## src/rtl/dvi_timing_if.sv

```systemverilog
// Raster timing bundle from the DVI timing generator to the pixel pipeline and TMDS encoders.
// All signals are produced in the clk_pix domain; there is no backpressure.
interface dvi_timing_if #(
    parameter int CORDW = 16
);
    logic signed [CORDW-1:0] sx;
    logic signed [CORDW-1:0] sy;
    logic                    frame;
    logic                    line;
    logic                    hsync;
    logic                    vsync;
    logic                    de;
    logic [1:0]              ctrl_ch0;
    logic [1:0]              ctrl_ch1;
    logic [1:0]              ctrl_ch2;

    modport master (
        output sx, sy, frame, line, hsync, vsync, de, ctrl_ch0, ctrl_ch1, ctrl_ch2
    );

    modport slave (
        input sx, sy, frame, line, hsync, vsync, de, ctrl_ch0, ctrl_ch1, ctrl_ch2
    );
endinterface

```

## src/rtl/dvi_timing_gen.sv

```systemverilog
// DVI raster timing: signed sx/sy counters with line/frame pulses, plus sync/de/ctrl
// delayed PIPE cycles so they line up with pixel colour derived from sx/sy.
module dvi_timing_gen #(
    parameter int CORDW  = 16,
    parameter int H_RES  = 640,
    parameter int H_FP   = 16,
    parameter int H_SYNC = 96,
    parameter int H_BP   = 48,
    parameter int V_RES  = 480,
    parameter int V_FP   = 10,
    parameter int V_SYNC = 2,
    parameter int V_BP   = 33,
    parameter int H_POL  = 0,
    parameter int V_POL  = 0,
    parameter int PIPE   = 2
) (
    input  logic         clk_pix,
    input  logic         rst_pix,
    dvi_timing_if.master tmg
);
    localparam int H_STA_I = -(H_FP + H_SYNC + H_BP);
    localparam int V_STA_I = -(V_FP + V_SYNC + V_BP);

    localparam logic signed [CORDW-1:0] H_STA  = CORDW'(H_STA_I);
    localparam logic signed [CORDW-1:0] H_END  = CORDW'(H_RES - 1);
    localparam logic signed [CORDW-1:0] HS_BEG = CORDW'(H_STA_I + H_FP);
    localparam logic signed [CORDW-1:0] HS_END = CORDW'(H_STA_I + H_FP + H_SYNC - 1);
    localparam logic signed [CORDW-1:0] V_STA  = CORDW'(V_STA_I);
    localparam logic signed [CORDW-1:0] V_END  = CORDW'(V_RES - 1);
    localparam logic signed [CORDW-1:0] VS_BEG = CORDW'(V_STA_I + V_FP);
    localparam logic signed [CORDW-1:0] VS_END = CORDW'(V_STA_I + V_FP + V_SYNC - 1);
    localparam logic signed [CORDW-1:0] ONE    = CORDW'(1);

    localparam logic H_ACT = 1'(H_POL);
    localparam logic V_ACT = 1'(V_POL);

    logic signed [CORDW-1:0] sx_q, sy_q, sx_nx, sy_nx;
    logic                    line_q, frame_q;
    logic                    hs0, vs0, de0;
    logic                    hs_o, vs_o, de_o;

    always_comb begin
        sx_nx = sx_q + ONE;
        sy_nx = sy_q;
        if (sx_q == H_END) begin
            sx_nx = H_STA;
            sy_nx = (sy_q == V_END) ? V_STA : sy_q + ONE;
        end
    end

    // line/frame come from the next coordinate so they coincide with the pixel they mark
    always_ff @(posedge clk_pix or posedge rst_pix) begin
        if (rst_pix) begin
            sx_q    <= H_STA;
            sy_q    <= V_STA;
            line_q  <= 1'b0;
            frame_q <= 1'b0;
        end else begin
            sx_q    <= sx_nx;
            sy_q    <= sy_nx;
            line_q  <= (sx_nx == H_STA);
            frame_q <= (sx_nx == H_STA) && (sy_nx == V_STA);
        end
    end

    always_comb begin
        hs0 = ((sx_q >= HS_BEG) && (sx_q <= HS_END)) ? H_ACT : ~H_ACT;
        vs0 = ((sy_q >= VS_BEG) && (sy_q <= VS_END)) ? V_ACT : ~V_ACT;
        de0 = !sx_q[CORDW-1] && !sy_q[CORDW-1];
    end

    generate
        if (PIPE == 0) begin : g_nodly
            assign hs_o = hs0;
            assign vs_o = vs0;
            assign de_o = de0;
        end else begin : g_dly
            logic [PIPE-1:0] hs_d, vs_d, de_d;

            // reset clears every stage so no stale de can leak out after release
            always_ff @(posedge clk_pix or posedge rst_pix) begin
                if (rst_pix) begin
                    hs_d <= {PIPE{~H_ACT}};
                    vs_d <= {PIPE{~V_ACT}};
                    de_d <= '0;
                end else begin
                    hs_d[0] <= hs0;
                    vs_d[0] <= vs0;
                    de_d[0] <= de0;
                    for (int i = 1; i < PIPE; i++) begin
                        hs_d[i] <= hs_d[i-1];
                        vs_d[i] <= vs_d[i-1];
                        de_d[i] <= de_d[i-1];
                    end
                end
            end

            assign hs_o = hs_d[PIPE-1];
            assign vs_o = vs_d[PIPE-1];
            assign de_o = de_d[PIPE-1];
        end
    endgenerate

    assign tmg.sx       = sx_q;
    assign tmg.sy       = sy_q;
    assign tmg.line     = line_q;
    assign tmg.frame    = frame_q;
    assign tmg.hsync    = hs_o;
    assign tmg.vsync    = vs_o;
    assign tmg.de       = de_o;
    assign tmg.ctrl_ch0 = {vs_o, hs_o};
    assign tmg.ctrl_ch1 = 2'b00;
    assign tmg.ctrl_ch2 = 2'b00;
endmodule

```

## src/flat_wrapper.sv

```systemverilog
// flat-port wrapper written by rule: the top's interface ports become plain ports
module dvi_timing_gen_flat 
#(
    parameter int CORDW  = 16,
    parameter int H_RES  = 640,
    parameter int H_FP   = 16,
    parameter int H_SYNC = 96,
    parameter int H_BP   = 48,
    parameter int V_RES  = 480,
    parameter int V_FP   = 10,
    parameter int V_SYNC = 2,
    parameter int V_BP   = 33,
    parameter int H_POL  = 0,
    parameter int V_POL  = 0,
    parameter int PIPE   = 2
)
  (clk_pix, rst_pix, tmg_sx, tmg_sy, tmg_frame, tmg_line, tmg_hsync, tmg_vsync, tmg_de, tmg_ctrl_ch0, tmg_ctrl_ch1, tmg_ctrl_ch2);
  dvi_timing_if #(.CORDW(CORDW)) tmg_i ();
  input  logic clk_pix;
  input  logic rst_pix;
  output wire logic [$bits(tmg_i.sx)-1:0] tmg_sx;
  output wire logic [$bits(tmg_i.sy)-1:0] tmg_sy;
  output wire logic [$bits(tmg_i.frame)-1:0] tmg_frame;
  output wire logic [$bits(tmg_i.line)-1:0] tmg_line;
  output wire logic [$bits(tmg_i.hsync)-1:0] tmg_hsync;
  output wire logic [$bits(tmg_i.vsync)-1:0] tmg_vsync;
  output wire logic [$bits(tmg_i.de)-1:0] tmg_de;
  output wire logic [$bits(tmg_i.ctrl_ch0)-1:0] tmg_ctrl_ch0;
  output wire logic [$bits(tmg_i.ctrl_ch1)-1:0] tmg_ctrl_ch1;
  output wire logic [$bits(tmg_i.ctrl_ch2)-1:0] tmg_ctrl_ch2;
  assign tmg_sx = tmg_i.sx;
  assign tmg_sy = tmg_i.sy;
  assign tmg_frame = tmg_i.frame;
  assign tmg_line = tmg_i.line;
  assign tmg_hsync = tmg_i.hsync;
  assign tmg_vsync = tmg_i.vsync;
  assign tmg_de = tmg_i.de;
  assign tmg_ctrl_ch0 = tmg_i.ctrl_ch0;
  assign tmg_ctrl_ch1 = tmg_i.ctrl_ch1;
  assign tmg_ctrl_ch2 = tmg_i.ctrl_ch2;
  dvi_timing_gen #(.CORDW(CORDW), .H_RES(H_RES), .H_FP(H_FP), .H_SYNC(H_SYNC), .H_BP(H_BP), .V_RES(V_RES), .V_FP(V_FP), .V_SYNC(V_SYNC), .V_BP(V_BP), .H_POL(H_POL), .V_POL(V_POL), .PIPE(PIPE)) u_core (.clk_pix(clk_pix), .rst_pix(rst_pix), .tmg(tmg_i));
endmodule
```

## config.mk

```make
export PLATFORM = sky130hd
export DESIGN_NAME = dvi_timing_gen_flat
export DESIGN_NICKNAME = d
export VERILOG_FILES = /design/src/rtl/dvi_timing_if.sv /design/src/rtl/dvi_timing_gen.sv /design/src/flat_wrapper.sv
export SDC_FILE = /design/constraint.sdc
export NUM_CORES = 1
export LEC_CHECK = 0
export BUFFER_PORTS_ARGS = -buffer_cell sky130_fd_sc_hd__buf_2
export CAP_MARGIN = 25
export CORE_MARGIN = 2
export CORE_UTILIZATION = 45
export CTS_BUF_LIST = sky130_fd_sc_hd__clkbuf_8
export DETAILED_ROUTE_END_ITERATION = 6
export PLACE_DENSITY = 0.7
export SKIP_CTS_REPAIR_TIMING = 1
export SYNTH_ARGS = -nofsm -noshare
export SYNTH_HDL_FRONTEND = slang
export SYNTH_SLANG_ARGS = --single-unit
```

## constraint.sdc

```tcl
create_clock -name clk_pix -period 2.6 [get_ports clk_pix]
set_input_delay 0.26 -clock clk_pix [delete_from_list [all_inputs] [get_ports clk_pix]]
set_output_delay 0.26 -clock clk_pix [all_outputs]
set_load 0.02 [all_outputs]
```

==> summary.md, run 1 <==
| Metric | Value |
|---|---|
| Global-route wire length before repair | `about 8.9 mm` |
| Final hold violations | `0` |
| Clock Latency Late Sink | `300 ps` |
| Setup-failing EPs final | `1` |
| Commonest non-fill, non-tap cell in the layout | `buf_2` |
| Worst Path Max Fanout | `3` |
| Initial antenna violation count | `0` |
| Max IR drop VDD | `0.175 mV` |
| Layout cells sized above 1 | `0.391` |
| Power Density | `367 nW/µm²` |
| Req. time, crit path | `2800 ps` |
| Failing checks | `negative setup slack` |
| Final worst slack | `-44.8 ps` |
| Max clock buf depth | `2` |
| Vias in the first global route | `1849` |
| Via Count | `1997` |
| Clock Sinks | `40` |
| CP Launch Type | `flop` |
| Die Area | `5720 µm²` |
| Fin nets | `311` |
| Ys async rst share | `1.00` |
| Crit path arrival time | `approximately 2800 ps` |
| Starting Density | `0.458` |
| Fin util | `0.568` |
| Port Buffers | `40` |
| Ant. Diodes | `0` |
| Max Fclk | `about 380 MHz` |
| Status | `finished with violations` |
| GP Congestion | `0.977` |
| FF+latch count, synth | `40` |
| Root buffer cell | `clkbuf_8` |
| H-Tree Depth | `2` |
| Seq/Total Area, Yosys | `0.448` |
| Violation count after the first detailed-routing iteration | `111` |
| # IOs | `between 40 and 50` |
| Largest net degree at the start of global routing | `between 40 and 50` |
| Clk_skew | `8.72 ps` |
| Synth cell types | `between 50 and 60` |
| Gr usage total | `0.211` |
| Hold Crit Class | `in -> async` |
| Leak | `between 1 and 1.5 nW` |
| Synth-to-layout area growth | `24.0%` |
| Routed wire length per instance | `approximately 15 µm` |
| Worst-path clk slew | `about 80 ps` |
| Nature of the critical path endpoint | `flop` |
| Post-Layout Cell Count | `374` |
| Grt total ovfl | `0` |
| Most used DFF post-synth | `dfstp_2` |
| Dpl cells | `around 360` |
| Drt drc | `0` |
| DR pass1 iterations | `4` |
| Tot Pwr | `1.05 mW` |
| Rows | `26` |
| Die W | `75.6 µm` |
| CTS Buf Count | `5` |
| Max cap viols | `0` |
| Final WL | `between 5 and 6 mm` |
| RSZ-0062 raised after global routing | `yes` |
| Via density | `5.34` |
| DP Wirelength | `4.06 mm` |
| Placed cell areas | `2740 µm²` |
| Final Cycle Share | `1.02` |
| Yosys Warn Count | `0` |
| Number of synthesized flops with an enable pin | `0` |
| Max Transition Viols Final | `0` |
| Routed Antenna Nets | `0` |
| Design area | `roughly 2900 µm²` |
| Core area | `5040 µm²` |
| Min cycle time layout | `~2600 ps` |
| Cell area after synthesis | `2310 µm²` |
| Die height | `75.6 µm` |
| Fillers | `450` |
| Setup_tns | `-44.8 ps` |
| Crit Path Category | `reg -> reg` |
| TritonCTS clock tree | `done` |
| Mapped Cells | `235` |
| Syn Area/Cell | `9.83 µm²` |
| Most frequent cells in the layout | `buf_2 (40), buf_4 (33), dfstp_2 (27), nand2_1 (20), nor2_1 (20)` |
[flip-flops by register name, indices dropped and copies added (netlist names)]
register and count:
u_core.tmg.sx 16, u_core.tmg.sy 16, u_core.g_dly.de_d 2, u_core.g_dly.hs_d 2
u_core.g_dly.vs_d 2, u_core.tmg.frame 1, u_core.tmg.line 1
[final cells by class]
type / count / area (µm²) / area share
clock buffers: 5 / 68.8 / 0.0240
clock inverters: 3 / 16.3 / 0.00568
flip-flops and latches: 40 / 1030 / 0.361
repair buffers: 73 / 448 / 0.156
multi-input cells: 174 / 1170 / 0.410
inverters: 9 / 33.8 / 0.0118
well taps: 70 / 87.6 / 0.0306
[synth_stat cells (2+ instances only)]
cell type | count | area share
nand3_1 | 11 | 0.024
o21ai_0 | 7 | 0.015
nand2_1 | 20 | 0.033
dfrtp_1 | 13 | 0.14
nand4_1 | 8 | 0.022
xnor2_1 | 14 | 0.053
clkbuf_1 | 5 | 0.0081
ha_1 | 6 | 0.033
and4_1 | 6 | 0.023
xor2_1 | 8 | 0.030
or3_1 | 4 | 0.011
buf_4 | 6 | 0.020
nand2b_1 | 2 | 0.0054
nor4_1 | 5 | 0.014
nand3b_1 | 2 | 0.0065
a211oi_1 | 2 | 0.0065
mux2i_1 | 2 | 0.0087
nor2_1 | 20 | 0.033
dfstp_2 | 27 | 0.31
and3_1 | 10 | 0.027
nor3b_1 | 2 | 0.0065
a31oi_1 | 3 | 0.0081
buf_2 | 2 | 0.0043
nor3_2 | 2 | 0.0087
inv_1 | 9 | 0.015
a21oi_1 | 5 | 0.011
nor3_1 | 6 | 0.013
[where the power goes]
| part | internal, mW | leakage [nW] | total (mW) | switching [mW] |
|---|---|---|---|---|
| Combinational | 0.00163 | 0.875 | 0.0185 | 0.0169 |
| Clock | 0.184 | 0.0453 | 0.408 | 0.225 |
| Sequential | 0.624 | 0.441 | 0.624 | 0 |
[cell families after synthesis]
kind of cell,synth area share
and+or+nand+nor,0.277
DFF,0.448
AOI/OAI and AO/OA,0.0840
buffers and inverters,0.0580
xor gates and xnor gates,0.0834
adders and majority gates,0.0325
muxes,0.0152
other,0.00162
[worst max-delay path: stages, from the launching register on]
cell	delay [ps]
dfstp_2	540
or3b_4	410
or3_4	360
nor3_4	150
xor2_1	210
nand3b_1	90
or4b_1	480
nor4bb_1	290
[final timing paths]
check / startpoint / endpoint / slack (ps) / depth (start not counted)
min in group clk_pix: u_core.g_dly.de_d[0]$_DFF_PP0_ / u_core.g_dly.de_d[1]$_DFF_PP0_ / 350 / 0
setup reg to reg: u_core.tmg.sx[9]$_DFF_PP1_ / u_core.tmg.frame$_DFF_PP0_ / -40 / 7
hold / removal: rst_pix / u_core.tmg.line$_DFF_PP0_ / 70 / 3
setup / recovery: u_core.tmg.sx[9]$_DFF_PP1_ / u_core.tmg.frame$_DFF_PP0_ / -40 / 7
hold reg to reg: u_core.g_dly.de_d[0]$_DFF_PP0_ / u_core.g_dly.de_d[1]$_DFF_PP0_ / 350 / 0
max in group asynchronous: rst_pix / u_core.tmg.sy[9]$_DFF_PP1_ / 2160 / 3
[stage by stage]
| stage | hold slack, ps | setup WS [ps] |
|---|---|---|
| floorplan | 331 | -176 |
| global placement | 333 | 52.1 |
| detailed placement | 335 | -92.5 |
| CTS | 79.1 | -117 |
| global route | 130 | -122 |
| finish | 67.7 | -44.8 |
[per-layer routing]
layer | global-route usage | vias to the layer above | routed length, µm
met5 | 0 | - | 0
met4 | 0.0721 | 0 | 84
met3 | 0.0437 | 9 | 318
met2 | 0.338 | 72 | 2630
met1 | 0.286 | 955 | 2480
li1 | - | 961 | -
Power figures use the tool's default switching activity.
==> run 2: changes to the inputs <==
--- a/config.mk
+++ b/config.mk
@@ -11,6 +11,7 @@
 export CORE_UTILIZATION = 45
 export CTS_BUF_LIST = sky130_fd_sc_hd__clkbuf_8
 export DETAILED_ROUTE_END_ITERATION = 6
+export MAX_ROUTING_LAYER = met4
 export PLACE_DENSITY = 0.7
 export SKIP_CTS_REPAIR_TIMING = 1
 export SYNTH_ARGS = -nofsm -noshare
==> summary.md, run 2 (same netlist as run 1, synthesis figures left out) <==
| Metric | Value |
|---|---|
| Post-place setup slack | `-74.2 ps (+18.3 ps)` |
| Drt drc | `0 (unchanged)` |
| GP Congestion | `0.972 (-0.57%)` |
| Worst Path Max Fanout | `3 (unchanged)` |
| Starting Density | `0.458 (unchanged)` |
| CP Launch Type | `flop` |
| Die height | `75.6 µm (unchanged)` |
| Final hold violations | `0 (unchanged)` |
| Status | `finished with violations` |
| Fin util | `0.577 (+0.00869)` |
| Slowest-stage cell, CP | `dfstp_2` |
| Violation count after the first detailed-routing iteration | `134 (+21%)` |
| Die W | `75.6 µm (unchanged)` |
| Post-Layout Cell Count | `374 (unchanged)` |
| Vias in the first global route | `1876 (+1.5%)` |
| DR pass1 iterations | `4 (unchanged)` |
| Commonest non-fill, non-tap cell in the layout | `buf_2` |
| Crit path arrival time | `2860 ps (+20 ps)` |
| Setup-failing EPs final | `1 (unchanged)` |
| Tot Pwr | `1.07 mW (+1.7%)` |
| Hold Crit Class | `in -> async` |
| Clock Sinks | `40 (unchanged)` |
| Worst slew pin tran | `502 ps` |
| Max IR drop VDD | `0.236 mV (+35%)` |
| Max clock buf depth | `2 (unchanged)` |
| Flop-to-flop setup slack | `-50 ps (about the same)` |
| Final WL | `5.54 mm (+0.40%)` |
| Root buffer cell | `clkbuf_8` |
| Gr usage total | `0.220 (+0.00830)` |
| Relative slew margins | `0.665` |
| # IOs | `45 (unchanged)` |
| Rows | `26 (unchanged)` |
| RSZ-0062 raised after global routing | `yes` |
| Final Cycle Share | `1.02 (+0.00316)` |
| H-Tree Depth | `2 (unchanged)` |
| Port Buffers | `40 (unchanged)` |
| Worst reg2reg startpoint | `u_core.tmg.sx[9]$_DFF_PP1_` |
| Global-route wire length before repair | `9.16 mm (+2.3%)` |
| Fin nets | `311 (unchanged)` |
| Initial antenna violation count | `0 (unchanged)` |
| Global Route met1 Usage | `0.304 (+0.0178)` |
| Layout cells sized above 1 | `0.408 (+0.0164)` |
| Hold Slack | `79.0 ps (+11.3 ps)` |
| Grt peak-use layer | `met2` |
| Worst-path clk slew | `80 ps (about the same)` |
| Most frequent cells in the layout | `buf_2 (40), buf_4 (33), dfstp_2 (27), nand2_1 (20), nor2_1 (20)` |
| GR Util met2 | `0.327 (-0.0116)` |
| Crit Path Category | `reg -> reg` |
| Max Transition Viols Final | `0 (unchanged)` |
| Max cap viols | `0 (unchanged)` |
| Die Area | `5720 µm² (unchanged)` |
| R2R cell count | `7 (unchanged)` |
| Ant. Diodes | `0 (unchanged)` |
| Req. time, crit path | `2800 ps (about the same)` |
| TritonCTS clock tree | `done` |
| Routed wire length per instance | `14.8 µm (+0.40%)` |
| Reg2Reg Capture Point | `u_core.tmg.frame$_DFF_PP0_` |
| Core area | `5040 µm² (unchanged)` |
| Largest net degree at the start of global routing | `41 (unchanged)` |
| Synth-to-layout area growth | `25.9%` |
| Failing checks | `negative setup slack` |
| Max Fclk | `377 MHz (-0.31%)` |
| Clock Latency Late Sink | `290 ps (about the same)` |
| Min cycle time layout | `2650 ps (+8.20 ps)` |
| Worst-path cell chain | `or3b_4 -> or3_4 -> nor3_4 -> xor2_1 -> nand3b_1 -> or4b_4 -> nor4bb_4` |
| Nature of the critical path endpoint | `flop` |
| Global routing usage on met3 | `0.0437 (unchanged)` |
| DP Wirelength | `4.15 mm (+2.3%)` |
| Leak | `1.39 nW (+2.2%)` |
| Via Count | `2001 (+0.20%)` |
| Clk_skew | `8.17 ps (-0.546 ps)` |
| Final worst slack | `-53.0 ps (-8.20 ps)` |
| Crit-path max cell delay | `530 ps (about the same)` |
| CTS Buf Count | `5 (unchanged)` |
| Via density | `5.35 (+0.20%)` |
| Power Density | `368 nW/µm² (+0.22%)` |
| Grt total ovfl | `0 (unchanged)` |
| Routed Antenna Nets | `0 (unchanged)` |
| Dpl cells | `364 (unchanged)` |
run 2: worst max-delay path: cells and delay by family (launching register included):
kind                      cells  cell delay (ps)
and+or+nand+nor               6             1810
DFF                           1              530
xor gates and xnor gates      1              220
run 2: routing by layer:
layer	up-vias	wire length, µm
met5	-	0
met4	0	46
met3	6	434
met2	76	2640
met1	953	2420
li1	966	-
run 2: through the flow:
stage	instance area [µm²]	setup TNS, ps
floorplan	2320	-176
global placement	2740	0
detailed placement	2740	-74.2
CTS	2840	-141
global route	2910	-127
finish	2910	-53.0
run 2: worst max path at each step:
stage | start | to | slack (ps)
finish | u_core.tmg.sx[9]$_DFF_PP1_ | u_core.tmg.frame$_DFF_PP0_ | -50
detailed placement | u_core.tmg.sx[9]$_DFF_PP1_ | u_core.tmg.frame$_DFF_PP0_ | -70
global placement | u_core.tmg.sx[9]$_DFF_PP1_ | u_core.tmg.frame$_DFF_PP0_ | 50
CTS | u_core.tmg.sx[9]$_DFF_PP1_ | u_core.tmg.frame$_DFF_PP0_ | -140
global route | u_core.tmg.sx[9]$_DFF_PP1_ | u_core.tmg.frame$_DFF_PP0_ | -130
floorplan | u_core.tmg.sx[9]$_DFF_PP1_ | u_core.tmg.frame$_DFF_PP0_ | -180
run 2: power breakdown:
group          leakage, nW  total (mW)  switching, mW  internal (mW)
Combinational        0.902      0.0186         0.0170        0.00163
Clock               0.0486       0.427          0.215          0.212
Sequential           0.441       0.624              0          0.624
Total                 1.39        1.07          0.232          0.837
run 2: area by class of cell:
| class | count | area, µm² |
|---|---|---|
| Sequential cell | 40 | 1030 |
| Clock buffer | 6 | 82.6 |
| Tap cell | 70 | 87.6 |
| Clock inverter | 2 | 11.3 |
| Multi-Input combinational cell | 174 | 1210 |
| Inverter | 9 | 33.8 |
| Timing Repair Buffer | 73 | 448 |
| Fill cell | 462 | 2130 |
